==> src/rtl/read_rw_pkg.sv <==
// Shared types and register map for the RW read stage.
package read_rw_pkg;
   localparam int LOG_RW_WIDTH = 2;
   localparam int RW_W         = 8 << LOG_RW_WIDTH;
   localparam int TID_W        = 4;

   typedef logic [TID_W-1:0] thread_id_t;
   typedef thread_id_t       id_t;
   typedef logic [5:0]       cq_slot_t;
   typedef logic [RW_W-1:0]  object_t;
   typedef logic [3:0]       task_type_t;

   localparam task_type_t TASK_TYPE_UNDO_LOG_RESTORE = 4'd3;

   typedef struct packed {
      task_type_t  ttype;
      logic [31:0] locale;
      logic [31:0] ts;
   } task_t;

   typedef struct packed {
      task_t      task_desc;
      cq_slot_t   cq_slot;
      thread_id_t thread;
      object_t    object;
   } rw_read_t;

   typedef struct packed {
      task_t      task_desc;
      object_t    object;
      cq_slot_t   cq_slot;
      thread_id_t thread;
   } rw_write_t;

   typedef struct packed {
      task_t    task_desc;
      cq_slot_t cq_slot;
   } rw_ctx_t;

   localparam logic [7:0] RW_BASE_ADDR   = 8'h40;
   localparam logic [7:0] RW_READ_STATUS = 8'h44;
endpackage

==> src/rtl/reg_bus_if.sv <==
// Simple configuration/status bus: single-cycle writes, reads answered one cycle later.
interface reg_bus_if;
   logic        wvalid;
   logic [7:0]  waddr;
   logic [31:0] wdata;
   logic        arvalid;
   logic [7:0]  araddr;
   logic        rvalid;
   logic [31:0] rdata;

   modport slave  (input wvalid, waddr, wdata, arvalid, araddr, output rvalid, rdata);
   modport master (output wvalid, waddr, wdata, arvalid, araddr, input rvalid, rdata);
endinterface

==> src/rtl/rw_ctx_table.sv <==
// Thread-indexed context store: write port for issue, read-and-clear port for responses.
module rw_ctx_table
   import read_rw_pkg::*;
(
   input  logic       clk,
   input  logic       rstn,
   input  logic       wr_en,
   input  thread_id_t wr_idx,
   input  rw_ctx_t    wr_data,
   output logic       wr_busy,
   input  logic       rd_clr,
   input  thread_id_t rd_idx,
   output rw_ctx_t    rd_data,
   output logic       rd_valid
);
   localparam int DEPTH = 1 << TID_W;

   logic [DEPTH-1:0] vld;
   rw_ctx_t          mem [DEPTH];

   assign wr_busy  = vld[wr_idx];
   assign rd_valid = vld[rd_idx];
   assign rd_data  = mem[rd_idx];

   // Set is ordered after clear so a same-thread reissue wins.
   always_ff @(posedge clk) begin
      if (!rstn) begin
         vld <= '0;
      end else begin
         if (rd_clr) vld[rd_idx] <= 1'b0;
         if (wr_en)  vld[wr_idx] <= 1'b1;
      end
   end

   always_ff @(posedge clk) begin
      if (wr_en) mem[wr_idx] <= wr_data;
   end
endmodule

==> src/rtl/read_rw.sv <==
// RW read stage: fetches each task's RW object over a tagged read channel and
// forwards it to the write stage; undo-log restores bypass memory.
module read_rw
   import read_rw_pkg::*;
#(
   parameter int TILE_ID         = 0,
   parameter int MAX_OUTSTANDING = 16
) (
   input  logic         clk,
   input  logic         rstn,
   input  logic         task_in_valid,
   output logic         task_in_ready,
   input  rw_read_t     task_in,
   output logic         arvalid,
   input  logic         arready,
   output logic [31:0]  araddr,
   output id_t          arid,
   input  logic         rvalid,
   output logic         rready,
   input  logic [511:0] rdata,
   input  id_t          rid,
   output logic         task_out_valid,
   input  logic         task_out_ready,
   output rw_write_t    task_out,
   reg_bus_if.slave     reg_bus
);
   localparam int               OUT_W   = $clog2(MAX_OUTSTANDING + 1);
   localparam logic [OUT_W-1:0] MAX_OUT = OUT_W'(MAX_OUTSTANDING);
   localparam logic [OUT_W-1:0] ONE     = OUT_W'(1);

   logic             is_restore, out_free, ctx_busy, resp_ctx_valid;
   logic             resp_hs, resp_hit, orphan_hit, ar_hs, restore_acc, load;
   rw_ctx_t          resp_ctx;
   object_t          resp_obj;
   rw_write_t        load_data;
   logic [OUT_W-1:0] outstanding;
   logic [31:0]      base_rw_addr;
   logic             orphan_err;
   logic             unused_cfg;

   assign unused_cfg = ^{reg_bus.wdata[31:30], 32'(TILE_ID)};

   rw_ctx_table u_ctx (
      .clk      (clk),
      .rstn     (rstn),
      .wr_en    (ar_hs),
      .wr_idx   (task_in.thread),
      .wr_data  ('{task_desc: task_in.task_desc, cq_slot: task_in.cq_slot}),
      .wr_busy  (ctx_busy),
      .rd_clr   (resp_hit),
      .rd_idx   (rid),
      .rd_data  (resp_ctx),
      .rd_valid (resp_ctx_valid)
   );

   if (LOG_RW_WIDTH == 6) begin : g_full
      assign resp_obj = rdata;
   end else begin : g_slice
      localparam int IDX_W = 6 - LOG_RW_WIDTH;
      logic [IDX_W-1:0] idx;
      assign idx      = resp_ctx.task_desc.locale[IDX_W-1:0];
      assign resp_obj = rdata[idx*RW_W +: RW_W];
   end

   assign araddr = base_rw_addr + (task_in.task_desc.locale << LOG_RW_WIDTH);
   assign arid   = task_in.thread;

   always_comb begin
      is_restore  = task_in.task_desc.ttype == TASK_TYPE_UNDO_LOG_RESTORE;
      out_free    = !task_out_valid || task_out_ready;
      rready      = rstn && out_free;
      resp_hs     = rvalid && rready;
      resp_hit    = resp_hs && resp_ctx_valid;
      orphan_hit  = resp_hs && !resp_ctx_valid;
      arvalid     = rstn && task_in_valid && !is_restore && !ctx_busy && (outstanding < MAX_OUT);
      ar_hs       = arvalid && arready;
      // Responses own the output register; a restore waits out any live response.
      if (is_restore) task_in_ready = rstn && out_free && !(rvalid && resp_ctx_valid);
      else            task_in_ready = ar_hs;
      restore_acc = task_in_valid && task_in_ready && is_restore;
      load        = resp_hit || restore_acc;

      load_data.task_desc = task_in.task_desc;
      load_data.object    = task_in.object;
      load_data.cq_slot   = task_in.cq_slot;
      load_data.thread    = task_in.thread;
      if (resp_hit) begin
         load_data.task_desc = resp_ctx.task_desc;
         load_data.object    = resp_obj;
         load_data.cq_slot   = resp_ctx.cq_slot;
         load_data.thread    = rid;
      end
   end

   always_ff @(posedge clk) begin
      if (!rstn) begin
         task_out_valid <= 1'b0;
         outstanding    <= '0;
         orphan_err     <= 1'b0;
         base_rw_addr   <= '0;
         reg_bus.rvalid <= 1'b0;
         reg_bus.rdata  <= '0;
      end else begin
         if (load)                task_out_valid <= 1'b1;
         else if (task_out_ready) task_out_valid <= 1'b0;

         if (ar_hs && !resp_hit)      outstanding <= outstanding + ONE;
         else if (!ar_hs && resp_hit) outstanding <= outstanding - ONE;

         if (orphan_hit)
            orphan_err <= 1'b1;
         else if (reg_bus.wvalid && reg_bus.waddr == RW_READ_STATUS)
            orphan_err <= 1'b0;

         if (reg_bus.wvalid && reg_bus.waddr == RW_BASE_ADDR)
            base_rw_addr <= {reg_bus.wdata[29:0], 2'b00};

         reg_bus.rvalid <= reg_bus.arvalid;
         reg_bus.rdata  <= (reg_bus.araddr == RW_READ_STATUS) ?
                           32'({orphan_err, outstanding}) : '0;
      end
   end

   always_ff @(posedge clk) begin
      if (load) task_out <= load_data;
   end
endmodule

==> src/flat_wrapper.sv <==
// flat-port wrapper written by rule: the top's interface ports become plain ports
module read_rw_flat import read_rw_pkg::*;
#(
   parameter int TILE_ID         = 0,
   parameter int MAX_OUTSTANDING = 16
)
  (clk, rstn, task_in_valid, task_in_ready, task_in, arvalid, arready, araddr, arid, rvalid, rready, rdata, rid, task_out_valid, task_out_ready, task_out, reg_bus_wvalid, reg_bus_waddr, reg_bus_wdata, reg_bus_arvalid, reg_bus_araddr, reg_bus_rvalid, reg_bus_rdata);
  reg_bus_if reg_bus_i ();
  input  logic clk;
  input  logic rstn;
  input  logic task_in_valid;
  output logic task_in_ready;
  input  rw_read_t task_in;
  output logic arvalid;
  input  logic arready;
  output logic [31:0] araddr;
  output id_t arid;
  input  logic rvalid;
  output logic rready;
  input  logic [511:0] rdata;
  input  id_t rid;
  output logic task_out_valid;
  input  logic task_out_ready;
  output rw_write_t task_out;
  input wire logic [$bits(reg_bus_i.wvalid)-1:0] reg_bus_wvalid;
  input wire logic [$bits(reg_bus_i.waddr)-1:0] reg_bus_waddr;
  input wire logic [$bits(reg_bus_i.wdata)-1:0] reg_bus_wdata;
  input wire logic [$bits(reg_bus_i.arvalid)-1:0] reg_bus_arvalid;
  input wire logic [$bits(reg_bus_i.araddr)-1:0] reg_bus_araddr;
  output wire logic [$bits(reg_bus_i.rvalid)-1:0] reg_bus_rvalid;
  output wire logic [$bits(reg_bus_i.rdata)-1:0] reg_bus_rdata;
  assign reg_bus_i.wvalid = reg_bus_wvalid;
  assign reg_bus_i.waddr = reg_bus_waddr;
  assign reg_bus_i.wdata = reg_bus_wdata;
  assign reg_bus_i.arvalid = reg_bus_arvalid;
  assign reg_bus_i.araddr = reg_bus_araddr;
  assign reg_bus_rvalid = reg_bus_i.rvalid;
  assign reg_bus_rdata = reg_bus_i.rdata;
  read_rw #(.TILE_ID(TILE_ID), .MAX_OUTSTANDING(MAX_OUTSTANDING)) u_core (.clk(clk), .rstn(rstn), .task_in_valid(task_in_valid), .task_in_ready(task_in_ready), .task_in(task_in), .arvalid(arvalid), .arready(arready), .araddr(araddr), .arid(arid), .rvalid(rvalid), .rready(rready), .rdata(rdata), .rid(rid), .task_out_valid(task_out_valid), .task_out_ready(task_out_ready), .task_out(task_out), .reg_bus(reg_bus_i));
endmodule
==> config.mk <==
export PLATFORM = sky130hd
export DESIGN_NAME = read_rw_flat
export DESIGN_NICKNAME = d
export VERILOG_FILES = /design/src/rtl/read_rw_pkg.sv /design/src/rtl/reg_bus_if.sv /design/src/rtl/rw_ctx_table.sv /design/src/rtl/read_rw.sv /design/src/flat_wrapper.sv
export SDC_FILE = /design/constraint.sdc
export NUM_CORES = 2
export LEC_CHECK = 0
export CORE_AREA = 4 4 338 340
export CTS_BUF_LIST = sky130_fd_sc_hd__clkbuf_16
export CTS_CLUSTER_DIAMETER = 150
export CTS_CLUSTER_SIZE = 20
export DETAILED_ROUTE_END_ITERATION = 8
export DIE_AREA = 0 0 342 344
export PLACE_DENSITY = 0.82
export REMOVE_ABC_BUFFERS = 1
export SLEW_MARGIN = 20
export SYNTH_ARGS = -nofsm -noshare
export SYNTH_HDL_FRONTEND = slang
export SYNTH_SLANG_ARGS = --single-unit
==> constraint.sdc <==
create_clock -name clk -period 19.54 [get_ports clk]
set_input_delay 5.862 -clock clk [delete_from_list [all_inputs] [get_ports clk]]
set_output_delay 5.862 -clock clk [all_outputs]
set_load 0.02 [all_outputs]
==> impl_metrics.yaml <==
cts:
  clock_sinks: 1354
  number_of_buffers_inserted_during_clock_tree_synthesis: 78
  cts-hold-fix-buffers: 0
  clock_path_buffers: 3
  root_buffer: "sky130_fd_sc_hd__clkbuf_16"
  worst_skew_pair.late_latency_ns: 0.69
  cts_tree: "done"
  cts.repair.resized: 0
  h_tree_levels: 3
  post-cts-setup-buffers: 0
  worst_setup_hold_path_clk_slew_ns: 0.08
drt:
  drt_drc_violations_left: 0
  drt-pass1-iter-count: 9
  route.detailed.vias_per_inst: 6.48
  wirelength_routed_um: 206000
  detail_route.iter0.violations: 5216
  routedWlPerCell_um: 35.8
  drtAntennaViolNets: 0
  dr_total_vias: 37237
worst_setup_path:
  setup.worst_path.start_class: "input pin"
  crit_path_start: "task_in[76]"
  crit_arrival_ns: 10.73
  critPathCapture: "araddr[31]"
  cp_slowest_stage_delay_ns: 0.93
  crit_path_frequent_cell: "sky130_fd_sc_hd__clkdlybuf4s50_1"
  crit_path_cell_trace: "clkdlybuf4s50_1 -> ha_1 -> nand4b_1 -> a2111oi_0 -> o211a_1 -> o21ai_0 -> o311ai_0 -> a21oi_1 -> xnor2_1 -> clkdlybuf4s50_1"
  cp_num_buf_inv: 2
  timing.setup.critical_path_class: "input pin to output pin"
  worst_r2r_startpoint: "u_core.u_ctx.vld[2]"
  timing.critical_path.required_ns: 13.68
  cp_top_family: "compound AO/OA/AOI/OAI gates"
  cpMaxStageDelayCell: "sky130_fd_sc_hd__clkdlybuf4s50_1"
  timing.rr.end: "u_core.u_ctx.mem[1][56]"
  worst-r2r-setup-slack_ns: 14.25
  critical_path_cell_count: 10
  crit_fanout: 18
  worst-r2r-cell-count: 8
  sort_of_element_at_the_end_of_the_critical_path: "output pin"
placement:
  globalplace.congestion: 0.962
  placement.io_buffers: 834
  dp_slack_ns: 3.11
  dp_hpwl_um: 132000
floorplanning:
  die_width_um: 342
  floorplan.core_area_mm2: 0.112
  ios: 865
  dieHeight_um: 344
  starting_utilization_of_the_core_area_pct: 52.0
  num_rows: 123
  die_area_mm2: 0.118
global_routing:
  first_global_vias: 36878
  grtUsageTotal_pct: 34.3
  grt.overflow.total: 0
  grt_antenna_before_repair: 72
  grt_start_max_net_pins: 141
  global_route_wire_length_before_repair_um: 282000
layout:
  multiInputGateArea_mm2: 0.0170
  ratio_of_cells_with_drive_above_1_in_the_final_layout_pct: 14.6
  seqCellArea_mm2: 0.0401
  area_growth_pct: 21.0
  layout.nets: 4887
  n_fill_cell: 7540
min_path:
  worst_hold_path_type: "register to register"
  hold-path-cell-count: 2
sta:
  drv_slew: 0
  slew-limit-headroom_pct: 26.8
  setup_repair_after_global_routing_missed_its_margin: "no"
  setup_tns_ns: 0
  hold_violations: 0
  setup_ws_ns: 2.94
  max_slew.worst_pin.slew_ns: 1.09
  setup_viol: 0
  final_period_minus_worst_setup_slack_ns: 16.60
  fin_skew_ns: 0.0582
  maxClockFrequency_mhz: 60.3
  layout_worst_path_cycle_share_pct: 84.9
yosys:
  synth_edf_count: 1294
  yosys.area.top_type_share_pct: 67.0
  synth_area_leaders: "sky130_fd_sc_hd__edfxtp_1 (67%), sky130_fd_sc_hd__mux4_2 (14%), sky130_fd_sc_hd__nand2_1 (3.7%), sky130_fd_sc_hd__dfxtp_1 (2.1%), sky130_fd_sc_hd__a32o_1 (1.7%)"
  synthesis.area_per_instance_um2: 17.0
  ys_types: 71
  synth-async-reset-ratio_pct: 0
  synth_ff_type: "sky130_fd_sc_hd__edfxtp_1"
  synthDominantAreaCellType: "sky130_fd_sc_hd__edfxtp_1"
  seq_area_frac_synth_pct: 69.0
  synth-warning-count: 0
  synth.cell_area_mm2: 0.0580
  synth_seq_cells: 1354
  synth_cells: 3406
pwr:
  ir_drop_v: 0.0000613
  p_leak_nw: 23.0
  power_density_of_the_placed_cells_mw_per_mm2: 78.1
flow_run:
  maxCapViolations: 0
run_status:
  status: "complete, no violations"
==> synthesized netlist by cell type (6+ instances only) <==
master,instances
sky130_fd_sc_hd__a211o_1,33
sky130_fd_sc_hd__a211oi_1,36
sky130_fd_sc_hd__a21o_1,11
sky130_fd_sc_hd__a21oi_1,128
sky130_fd_sc_hd__a32o_1,96
sky130_fd_sc_hd__and2_1,78
sky130_fd_sc_hd__buf_1,18
sky130_fd_sc_hd__buf_2,51
sky130_fd_sc_hd__buf_4,36
sky130_fd_sc_hd__buf_6,12
sky130_fd_sc_hd__clkbuf_1,133
sky130_fd_sc_hd__dfxtp_1,60
sky130_fd_sc_hd__edfxtp_1,1294
sky130_fd_sc_hd__ha_1,33
sky130_fd_sc_hd__inv_1,13
sky130_fd_sc_hd__mux2i_1,34
sky130_fd_sc_hd__mux4_2,372
sky130_fd_sc_hd__nand2_1,568
sky130_fd_sc_hd__nand2b_1,12
sky130_fd_sc_hd__nand3_1,12
sky130_fd_sc_hd__nor2_1,114
sky130_fd_sc_hd__nor4b_2,30
sky130_fd_sc_hd__o211ai_1,6
sky130_fd_sc_hd__o21a_1,6
sky130_fd_sc_hd__o21ai_0,67
sky130_fd_sc_hd__o21bai_1,6
sky130_fd_sc_hd__o22ai_1,34
sky130_fd_sc_hd__o311ai_0,8
sky130_fd_sc_hd__xnor2_1,19
sky130_fd_sc_hd__xor2_1,9
==> through the flow <==
stage	hold WS, ns	cell area [um2]	power (mW)	cells	util, %
global route	0.488	70200	5.65	5740	62.9
global placement	0.449	67900	3.86	5590	60.9
CTS	0.465	70100	5.49	5701	62.8
detailed placement	0.453	67900	3.87	5590	60.9
finish	0.467	70200	5.49	5748	62.9
floorplan	0.423	56900	3.53	3182	-
==> worst min path at each step <==
stage                                          to  slack [ns]                     from
after floorplan           u_core.reg_bus.rdata[5]        0.42        u_core.orphan_err
after global routing      u_core.base_rw_addr[10]        0.49  u_core.base_rw_addr[10]
final                      u_core.base_rw_addr[9]        0.47   u_core.base_rw_addr[9]
after CTS                  u_core.base_rw_addr[9]        0.46   u_core.base_rw_addr[9]
after global placement     u_core.base_rw_addr[9]        0.45   u_core.base_rw_addr[9]
after detailed placement   u_core.base_rw_addr[9]        0.45   u_core.base_rw_addr[9]
==> where the power goes <==
part	switching [mW]	leakage [nW]	total, mW	internal [mW]
sequential	0.00515	12.1	3.19	3.19
clock	0.935	1.16	1.67	0.737
combinational	0.333	9.70	0.623	0.290
total	1.27	23.0	5.49	4.21
==> area by class of cell <==
type                            count  share of cell area, %
Clock buffer                       78                   2.78
Timing Repair Buffer              908                   12.7
Multi-Input combinational cell   1815                   24.2
Inverter                           13                 0.0730
Tap cell                         1500                   2.67
Clock inverter                     33                  0.349
Antenna cell                       47                  0.167
Sequential cell                  1354                   57.0
==> cell usage in the layout (no fill, tap or decap), types with 60 or more instances in the layout <==
cell type,count
sky130_fd_sc_hd__and2_1,77
sky130_fd_sc_hd__clkdlybuf4s50_1,830
sky130_fd_sc_hd__o21ai_0,67
sky130_fd_sc_hd__mux4_2,372
sky130_fd_sc_hd__edfxtp_1,1294
sky130_fd_sc_hd__nand2_1,564
sky130_fd_sc_hd__clkbuf_16,78
sky130_fd_sc_hd__a32o_1,96
sky130_fd_sc_hd__dfxtp_1,60
sky130_fd_sc_hd__buf_4,71
sky130_fd_sc_hd__nor2_1,99
sky130_fd_sc_hd__a21oi_1,128
==> metal layers <==
metal | global-route usage, % | part of all wire [%] | up-vias
met5 | 0 | 0.070 | -
met4 | 20.8 | 7.0 | 22
met3 | 7.95 | 10 | 490
met2 | 58.5 | 51 | 2858
met1 | 39.9 | 32 | 18836
li1 | - | - | 15031
==> cell families after synthesis <==
logic type,share of synthesized area [%]
other cells,0.00646
fa+ha+maj,0.781
flops,69.0
buf+inv,2.21
mux,15.2
compound gates,5.49
simple gates,6.84
xor+xnor,0.423
==> flip-flops by register name, indices dropped and copies added, names as in the netlist <==
name,cells
u_core.u_ctx.mem,1184
u_core.task_out,110
u_core.base_rw_addr,30
u_core.u_ctx.vld,16
u_core.reg_bus.rdata,6
u_core.outstanding,5
u_core.orphan_err,1
u_core.reg_bus.rvalid,1
u_core.task_out_valid,1
==> worst min-delay path: cells and delay by family (launching register included) <==
family | cells | cell delay, ns
DFF | 1 | 0.32
and+or+nand+nor | 1 | 0.05
AOI/OAI and AO/OA | 1 | 0.05
Note: power is estimated with default switching activity, not from simulation.
